## config.mk

```make
export PLATFORM = sky130hd
export DESIGN_NAME = mel_filter_sched
export DESIGN_NICKNAME = d
export VERILOG_FILES = /design/src/rtl/mel_sched_pkg.sv /design/src/rtl/mel_weight_mac.sv /design/src/rtl/mel_filter_sched.sv
export SDC_FILE = /design/constraint.sdc
export NUM_CORES = 2
export LEC_CHECK = 0
export BUFFER_PORTS_ARGS = -buffer_cell sky130_fd_sc_hd__buf_2
export CAP_MARGIN = 25
export CORE_UTILIZATION = 35
export DETAILED_ROUTE_END_ITERATION = 6
export PLACE_DENSITY = 0.58
export REMOVE_ABC_BUFFERS = 1
export SYNTH_ARGS = -nofsm -noshare
export SYNTH_HDL_FRONTEND = slang
export SYNTH_SLANG_ARGS = --single-unit
```

## constraint.sdc

```tcl
create_clock -name clk -period 9 [get_ports clk]
set_input_delay 1.8 -clock clk [delete_from_list [all_inputs] [get_ports clk]]
set_output_delay 1.8 -clock clk [all_outputs]
set_load 0.05 [all_outputs]
```

## src/rtl/mel_sched_pkg.sv

```systemverilog
// Shared definitions for the mel-filterbank scheduler.
// Holds the FSM state encoding, the ROM filter-id markers, the ROM word
// field positions and the accumulator width.
package mel_sched_pkg;

   typedef enum logic [2:0] {
      IDLE,
      FETCH,
      WAIT,
      MAC,
      FLUSH
   } state_t;

   // filt_id markers: PRE feeds only the rising half of filter 0, SKIP ignores the bin
   localparam logic [7:0] FILT_PRE  = 8'hFF;
   localparam logic [7:0] FILT_SKIP = 8'hFE;

   localparam int unsigned FID_MSB = 23;
   localparam int unsigned FID_LSB = 16;
   localparam int unsigned W_MSB   = 15;

   localparam int unsigned ACC_W = 64;

endpackage

```

## src/rtl/mel_weight_mac.sv

```systemverilog
// Triangular-weight arithmetic for one spectrum bin.
// Ports:
//   p         power sample
//   w         falling-edge weight, unsigned Q0.16
//   acc       accumulator to be scaled for output
//   prod_lo_c p*w, zero-extended to the accumulator width
//   prod_hi_c p*(65536-w), zero-extended to the accumulator width
//   scaled_c  acc>>16, saturated to all-ones at OUT_W bits
module mel_weight_mac
   import mel_sched_pkg::*;
#(
   parameter int unsigned PWR_W = 32,
   parameter int unsigned OUT_W = 40
) (
   input  logic [PWR_W-1:0] p,
   input  logic [15:0]      w,
   input  logic [ACC_W-1:0] acc,
   output logic [ACC_W-1:0] prod_lo_c,
   output logic [ACC_W-1:0] prod_hi_c,
   output logic [OUT_W-1:0] scaled_c
);

   localparam int unsigned LO_W = PWR_W + 16;
   localparam int unsigned HI_W = PWR_W + 17;
   localparam int unsigned SH_W = ACC_W - 16;

   logic [16:0]     w_inv;
   logic [LO_W-1:0] lo;
   logic [HI_W-1:0] hi;
   logic [SH_W-1:0] sh;

   // 65536-w needs 17 bits so that w=0 gives the full weight
   always_comb begin
      w_inv     = 17'h10000 - {1'b0, w};
      lo        = LO_W'(p) * LO_W'(w);
      hi        = HI_W'(p) * HI_W'(w_inv);
      prod_lo_c = ACC_W'(lo);
      prod_hi_c = ACC_W'(hi);
      sh        = acc[ACC_W-1:16];
      scaled_c  = (|sh[SH_W-1:OUT_W]) ? '1 : sh[OUT_W-1:0];
   end

endmodule

```

## src/rtl/mel_filter_sched.sv

```systemverilog
// Mel-filterbank pass sequencer: walks spectrum RAM and melbank ROM bin by
// bin, accumulates triangular weights into two running accumulators and
// streams one energy per filter over valid/ready.
// Ports:
//   clk, rst            clock, synchronous active-high reset
//   start/busy/done/err frame control and sticky coefficient-sequence error
//   spec_addr/spec_rd_data  power-spectrum RAM read port
//   rom_addr/rom_rd_data    melbank ROM read port ({filt_id, w})
//   mel_valid/mel_ready/mel_idx/mel_data  output energy stream
module mel_filter_sched
   import mel_sched_pkg::*;
#(
   parameter int unsigned N_BINS = 257,
   parameter int unsigned N_FILT = 26,
   parameter int unsigned ADDR_W = 9,
   parameter int unsigned PWR_W  = 32,
   parameter int unsigned RD_LAT = 1,
   parameter int unsigned OUT_W  = 40
) (
   input  logic              clk,
   input  logic              rst,
   input  logic              start,
   output logic              busy,
   output logic              done,
   output logic              err,
   output logic [ADDR_W-1:0] spec_addr,
   input  logic [PWR_W-1:0]  spec_rd_data,
   output logic [ADDR_W-1:0] rom_addr,
   input  logic [23:0]       rom_rd_data,
   output logic              mel_valid,
   input  logic              mel_ready,
   output logic [7:0]        mel_idx,
   output logic [OUT_W-1:0]  mel_data
);

   state_t             state, state_nxt;
   logic [ADDR_W-1:0]  k;
   logic [7:0]         cur_f;
   logic [ACC_W-1:0]   acc_lo, acc_hi;
   logic [PWR_W-1:0]   p_reg;
   logic [23:0]        word_reg;
   logic [1:0]         wait_cnt;

   logic [ACC_W-1:0]   prod_lo_c, prod_hi_c;
   logic [OUT_W-1:0]   scaled_c;
   logic [7:0]         fid;
   logic signed [8:0]  fe, cur_s;
   logic               fid_bad, out_free, step_emit, can_step, last_bin;
   logic               start_acc, capture, do_acc, do_step, next_bin, set_err, finish;

   mel_weight_mac #(
      .PWR_W (PWR_W),
      .OUT_W (OUT_W)
   ) u_mac (
      .p         (p_reg),
      .w         (word_reg[W_MSB:0]),
      .acc       (acc_lo),
      .prod_lo_c (prod_lo_c),
      .prod_hi_c (prod_hi_c),
      .scaled_c  (scaled_c)
   );

   // Filter indices compared as signed so FILT_PRE behaves as filter -1
   always_comb begin
      fid       = word_reg[FID_MSB:FID_LSB];
      fe        = (fid == FILT_PRE) ? -9'sd1 : $signed({1'b0, fid});
      cur_s     = (cur_f == FILT_PRE) ? -9'sd1 : $signed({1'b0, cur_f});
      fid_bad   = (fid != FILT_PRE) && (fid != FILT_SKIP) && (fid >= 8'(N_FILT));
      out_free  = !mel_valid || mel_ready;
      step_emit = (cur_f != FILT_PRE);
      can_step  = !step_emit || out_free;
      last_bin  = (k == ADDR_W'(N_BINS - 1));
   end

   // Next-state and datapath strobes
   always_comb begin
      state_nxt = state;
      start_acc = 1'b0;
      capture   = 1'b0;
      do_acc    = 1'b0;
      do_step   = 1'b0;
      next_bin  = 1'b0;
      set_err   = 1'b0;
      finish    = 1'b0;
      unique case (state)
         IDLE: begin
            if (start) begin
               start_acc = 1'b1;
               state_nxt = FETCH;
            end
         end
         FETCH: state_nxt = WAIT;
         WAIT: begin
            if (wait_cnt == 2'(RD_LAT - 1)) begin
               capture   = 1'b1;
               state_nxt = MAC;
            end
         end
         MAC: begin
            if (fid == FILT_SKIP) begin
               next_bin = 1'b1;
            end else if (fid_bad || (fe < cur_s)) begin
               set_err  = 1'b1;
               next_bin = 1'b1;
            end else if (fe == cur_s) begin
               do_acc   = 1'b1;
               next_bin = 1'b1;
            end else if (can_step) begin
               do_step = 1'b1;
            end
            if (next_bin) state_nxt = last_bin ? FLUSH : FETCH;
         end
         FLUSH: begin
            if (cur_f != 8'(N_FILT)) begin
               do_step = can_step;
            end else if (out_free) begin
               finish    = 1'b1;
               state_nxt = IDLE;
            end
         end
         default: state_nxt = IDLE;
      endcase
   end

   always_ff @(posedge clk) begin
      if (rst) begin
         state     <= IDLE;
         k         <= '0;
         cur_f     <= FILT_PRE;
         acc_lo    <= '0;
         acc_hi    <= '0;
         p_reg     <= '0;
         word_reg  <= '0;
         wait_cnt  <= '0;
         busy      <= 1'b0;
         done      <= 1'b0;
         err       <= 1'b0;
         spec_addr <= '0;
         rom_addr  <= '0;
         mel_valid <= 1'b0;
         mel_idx   <= '0;
         mel_data  <= '0;
      end else begin
         state    <= state_nxt;
         done     <= finish;
         wait_cnt <= (state == WAIT) ? wait_cnt + 2'd1 : 2'd0;
         if (mel_valid && mel_ready) mel_valid <= 1'b0;
         if (start_acc) begin
            busy      <= 1'b1;
            err       <= 1'b0;
            k         <= '0;
            cur_f     <= FILT_PRE;
            acc_lo    <= '0;
            acc_hi    <= '0;
            spec_addr <= '0;
            rom_addr  <= '0;
         end
         if (finish) busy <= 1'b0;
         if (capture) begin
            p_reg    <= spec_rd_data;
            word_reg <= rom_rd_data;
         end
         if (set_err) err <= 1'b1;
         if (do_acc) begin
            acc_lo <= acc_lo + prod_lo_c;
            acc_hi <= acc_hi + prod_hi_c;
         end
         // Step: retire filter cur_f, slide the window up by one filter
         if (do_step) begin
            if (step_emit) begin
               mel_valid <= 1'b1;
               mel_idx   <= cur_f;
               mel_data  <= scaled_c;
            end
            acc_lo <= acc_hi;
            acc_hi <= '0;
            cur_f  <= cur_f + 8'd1;
         end
         if (next_bin && !last_bin) begin
            k         <= k + ADDR_W'(1);
            spec_addr <= k + ADDR_W'(1);
            rom_addr  <= k + ADDR_W'(1);
         end
      end
   end

endmodule

```

==> impl_table.tex <==
\begin{tabular}{lr}
\hline
Metric & Value \\
\hline
\multicolumn{2}{l}{\textbf{Yosys}} \\
\quad Prevailing post-synth register cell & dfxtp\_1 \\
\quad Mean Syn Cell Area & 8.321 um\^{}2 \\
\quad Number of distinct library cells after synthesis & 75 \\
\quad Portion of the post-synthesis area used by sequential elements & 10.95\% \\
\quad Cells after synthesis & 5667 \\
\quad Share of synthesized flip-flops with an asynchronous set or reset & 0\% \\
\quad Total of flip-flops plus latches after synthesis & 258 \\
\quad Count of flip-flops with a built-in enable after synthesis & 0 \\
\quad Combined area of all synthesized cells & 0.04715 mm\^{}2 \\
\quad Total of warnings raised by yosys & 0 \\
\multicolumn{2}{l}{\textbf{Routing}} \\
\quad Highest routed metal layer & met5 \\
\quad Vias after detailed routing & 37568 \\
\quad M1 wire length & 60.52 mm \\
\quad DRC violation total after the first TritonRoute iteration & 2629 \\
\quad DRC viols & 24 \\
\quad Routed vias/inst & 5.076 \\
\quad First-pass iteration count of the detailed router & 7 \\
\quad Routed wire per std cell & 19.32 um \\
\quad Routed length on met3 & 7.920 mm \\
\quad Final wirelength & 143.0 mm \\
\quad Met2 Routed Length & 68.80 mm \\
\quad Final ANT Viol Nets & 0 \\
\multicolumn{2}{l}{\textbf{Critical path}} \\
\quad Max FO, Critical Path & 19 \\
\quad Critical path endpoint category & flop \\
\quad Most common cell on crit path & fa\_1 \\
\quad Arrival time at the worst endpoint & 9080 ps \\
\quad Worst EP required & 9540 ps \\
\quad Reg2Reg Setup Slack & 460 ps \\
\quad Classification of the worst setup path & flop to flop \\
\quad Kind of launch point of the worst setup path & flop \\
\quad Depth of the worst register-to-register path & 26 \\
\quad Crit-path max cell delay & 580 ps \\
\quad Slowest stage cell on the critical path & fa\_1 \\
\multicolumn{2}{l}{\textbf{Clocking}} \\
\quad Buffer cell driving the clock tree root & clkbuf\_16 \\
\quad H-tree lvl count & 2 \\
\quad Clock slew at reported path FFs & 60 ps \\
\quad Insertion delay to the later sink of the worst-skew pair & 610 ps \\
\quad Maximum root-to-sink buffer count & 3 \\
\quad Hold\_buf cts & 0 \\
\quad TritonCTS clock tree & built \\
\quad Number of sinks handled by clock tree synthesis & 258 \\
\quad Number of buffers created by CTS & 37 \\
\multicolumn{2}{l}{\textbf{STA}} \\
\quad Final-report setup violation count & 0 \\
\quad Post-route minimum period & 8543 ps \\
\quad Maximum achievable frequency & 0.1171 GHz \\
\quad Number of slew-limit violations in the final report & 0 \\
\quad Final Cycle Share & 94.92\% \\
\quad Worst max-slew margin expressed relative to the limit & 30.47\% \\
\quad Setup clock skew after layout & 18.26 ps \\
\quad Total Negative Setup Slacks & 0 ps \\
\quad Unrepaired setup endpoints after global routing & no \\
\quad Hold Violations, Final & 0 \\
\quad Slew of the pin with the lowest slew margin & 1042 ps \\
\multicolumn{2}{l}{\textbf{Floorplan}} \\
\quad Die ar. & 0.1362 mm\^{}2 \\
\quad Width of the die & 369.0 um \\
\quad Vertical die dimension & 369.0 um \\
\quad Initial Util & 35.29\% \\
\quad FP Rows & 134 \\
\quad Core Box Area & 0.1336 mm\^{}2 \\
\quad Boundary pin count & 130 \\
\multicolumn{2}{l}{\textbf{Cells and area}} \\
\quad Commonest non-fill, non-tap cells in the layout & inv\_1, nand2\_1, fa\_1 \\
\quad Footprint of the flip-flops and latches & 0.005167 mm\^{}2 \\
\quad Post-Layout Cell Count & 7401 \\
\quad Most frequent standard cell in the layout excluding fill and tap cells & inv\_1 \\
\quad Final core area utilization & 38.15\% \\
\quad Fill cells & 13848 \\
\quad Layout cells sized above 1 & 6.464\% \\
\quad Post-route cell area & 0.05098 mm\^{}2 \\
\quad Registers with the most flip-flops & acc\_hi x64, acc\_lo x64, mel\_data x40 \\
\quad Synth-to-layout area growth & 8.106\% \\
\quad Multi-input combinational cell area & 0.03597 mm\^{}2 \\
\quad Final net count & 6899 \\
\multicolumn{2}{l}{\textbf{Pwr}} \\
\quad Cell-internal power & 0.004750 W \\
\quad Max IR drop VDD & 241.9 uV \\
\quad Clk pwr share & 14.2\% \\
\quad Switching share of power & 56.92\% \\
\quad Flop pwr share & 13.0\% \\
\quad Share of power burned in combinational logic & 72.9\% \\
\quad Areal power density over the cells & 216.3 mW/mm\^{}2 \\
\quad Net switching component of the power & 0.006277 W \\
\quad Standby leakage power & 24.36 nW \\
\multicolumn{2}{l}{\textbf{Status}} \\
\quad Violated checks & design-rule violations \\
\quad Status & complete, but fails checks \\
\multicolumn{2}{l}{\textbf{Placement}} \\
\quad Half-perimeter wire length after placement & 115.6 mm \\
\quad Buffers added on ports & 129 \\
\quad Post-placement cell count & 7334 \\
\quad Instance area after placement & 0.04967 mm\^{}2 \\
\quad Final RePlAce weighted congestion & 0.9110 \\
\multicolumn{2}{l}{\textbf{Min path}} \\
\quad Instance count along the most critical hold path & 1 \\
\quad Worst hold-check path type & flop to flop \\
\multicolumn{2}{l}{\textbf{GRT}} \\
\quad Number of global-route vias before repair & 39129 \\
\quad Initial antenna violation count & 1 \\
\quad Global-route wire length before repair & 227.9 mm \\
\quad Final global-route overflow total & 0 \\
\quad Largest net degree at the start of global routing & 75 \\
\quad All-layer global routing usage & 21.58\% \\
\multicolumn{2}{l}{\textbf{Run}} \\
\quad \# Max-Cap Violations & 0 \\
\hline
\end{tabular}
[power groups by stage]
stage / Sequential, W / Combinational [W] / Clock (W)
floorplan: 0.00159 / 0.00495 / 0
global placement: 0.00145 / 0.00791 / 0
CTS: 0.00143 / 0.00805 / 0.00160
finish: 0.00143 / 0.00804 / 0.00156
detailed placement: 0.00145 / 0.00798 / 0
global route: 0.00144 / 0.00898 / 0.00164
[metal layers]
layer | up-vias | global-route usage (%)
met4 | 2 | 7.605
li1 | 16883 | -
met1 | 19276 | 28.28
met5 | - | 0
met3 | 247 | 2.748
met2 | 1160 | 36.41
[layout make-up]
cell class                 count  share of cell area [%]
multi-input combinational   3792                   70.56
sequential                   258                   10.14
inverter                    1267                   9.330
tap                         1768                   4.340
timing repair buffer         251                   3.159
clock buffer                  49                   2.042
clock inverter                14                  0.4222
antenna                        2                0.009818
[critical path, delay by kind of cell, from the launching register on]
family	cells	cell delay, ps
compound gates	3	1030
xor+xnor	1	350
fa+ha+maj	7	3330
buf+inv	5	620
flops	1	320
mux	1	300
simple gates	9	2490
[logic make-up (layout without fill, tap and decap cells)]
group,count (synthesis),in the layout,synth area share (%)
AND/OR/NAND/NOR,1828,1828,17.34
buffers and inverters,1617,1581,13.13
adder cells (fa/ha/maj),1232,1232,48.04
AO/OA/AOI/OAI,623,623,8.481
flip-flops,258,258,10.95
XOR/XNOR,101,101,1.876
multiplexers,8,8,0.1751
other,0,2,0
[Yosys cell counts (15+ instances only)]
master / instances / area share (%)
inv_1: 1267 / 10
nand2_1: 1026 / 8.2
fa_1: 964 / 41
clkbuf_1: 313 / 2.5
and2_1: 275 / 3.6
ha_1: 268 / 7.1
dfxtp_1: 258 / 11
a21oi_1: 235 / 2.5
nor2_1: 222 / 1.8
nand3_1: 88 / 0.93
o21ai_0: 78 / 0.83
nor3_1: 69 / 0.73
xnor2_1: 68 / 1.3
a21o_1: 60 / 0.96
xor2_1: 33 / 0.61
o21bai_1: 32 / 0.51
a31oi_1: 31 / 0.41
nand4_1: 31 / 0.41
and3_1: 27 / 0.36
a22oi_1: 26 / 0.41
a222oi_1: 24 / 0.51
a211oi_1: 21 / 0.33
o22ai_1: 15 / 0.20
[metrics by stage]
step                power [W]  hold slack [ps]  setup slack (ps)
floorplan            0.006532            398.1             296.4
global placement     0.009360            407.8             368.6
detailed placement   0.009434            417.8             308.0
CTS                   0.01108            425.1             273.6
global route          0.01206            441.4             40.34
finish                0.01103            424.9             457.4
[path summary, 6_finish.rpt]
path	startpoint	end
worst max-delay path	word_reg[2]	acc_hi[54]
worst min-delay path	wait_cnt[0]	wait_cnt[0]
worst max register to register	word_reg[2]	acc_hi[54]
worst min register to register	wait_cnt[0]	wait_cnt[0]
[what timing repair did]
action,CTS,global route
gates resized for setup,0,2
buffers inserted,0,0
endpoints found under the setup margin,0,6
(Power assumes the default switching activity.)
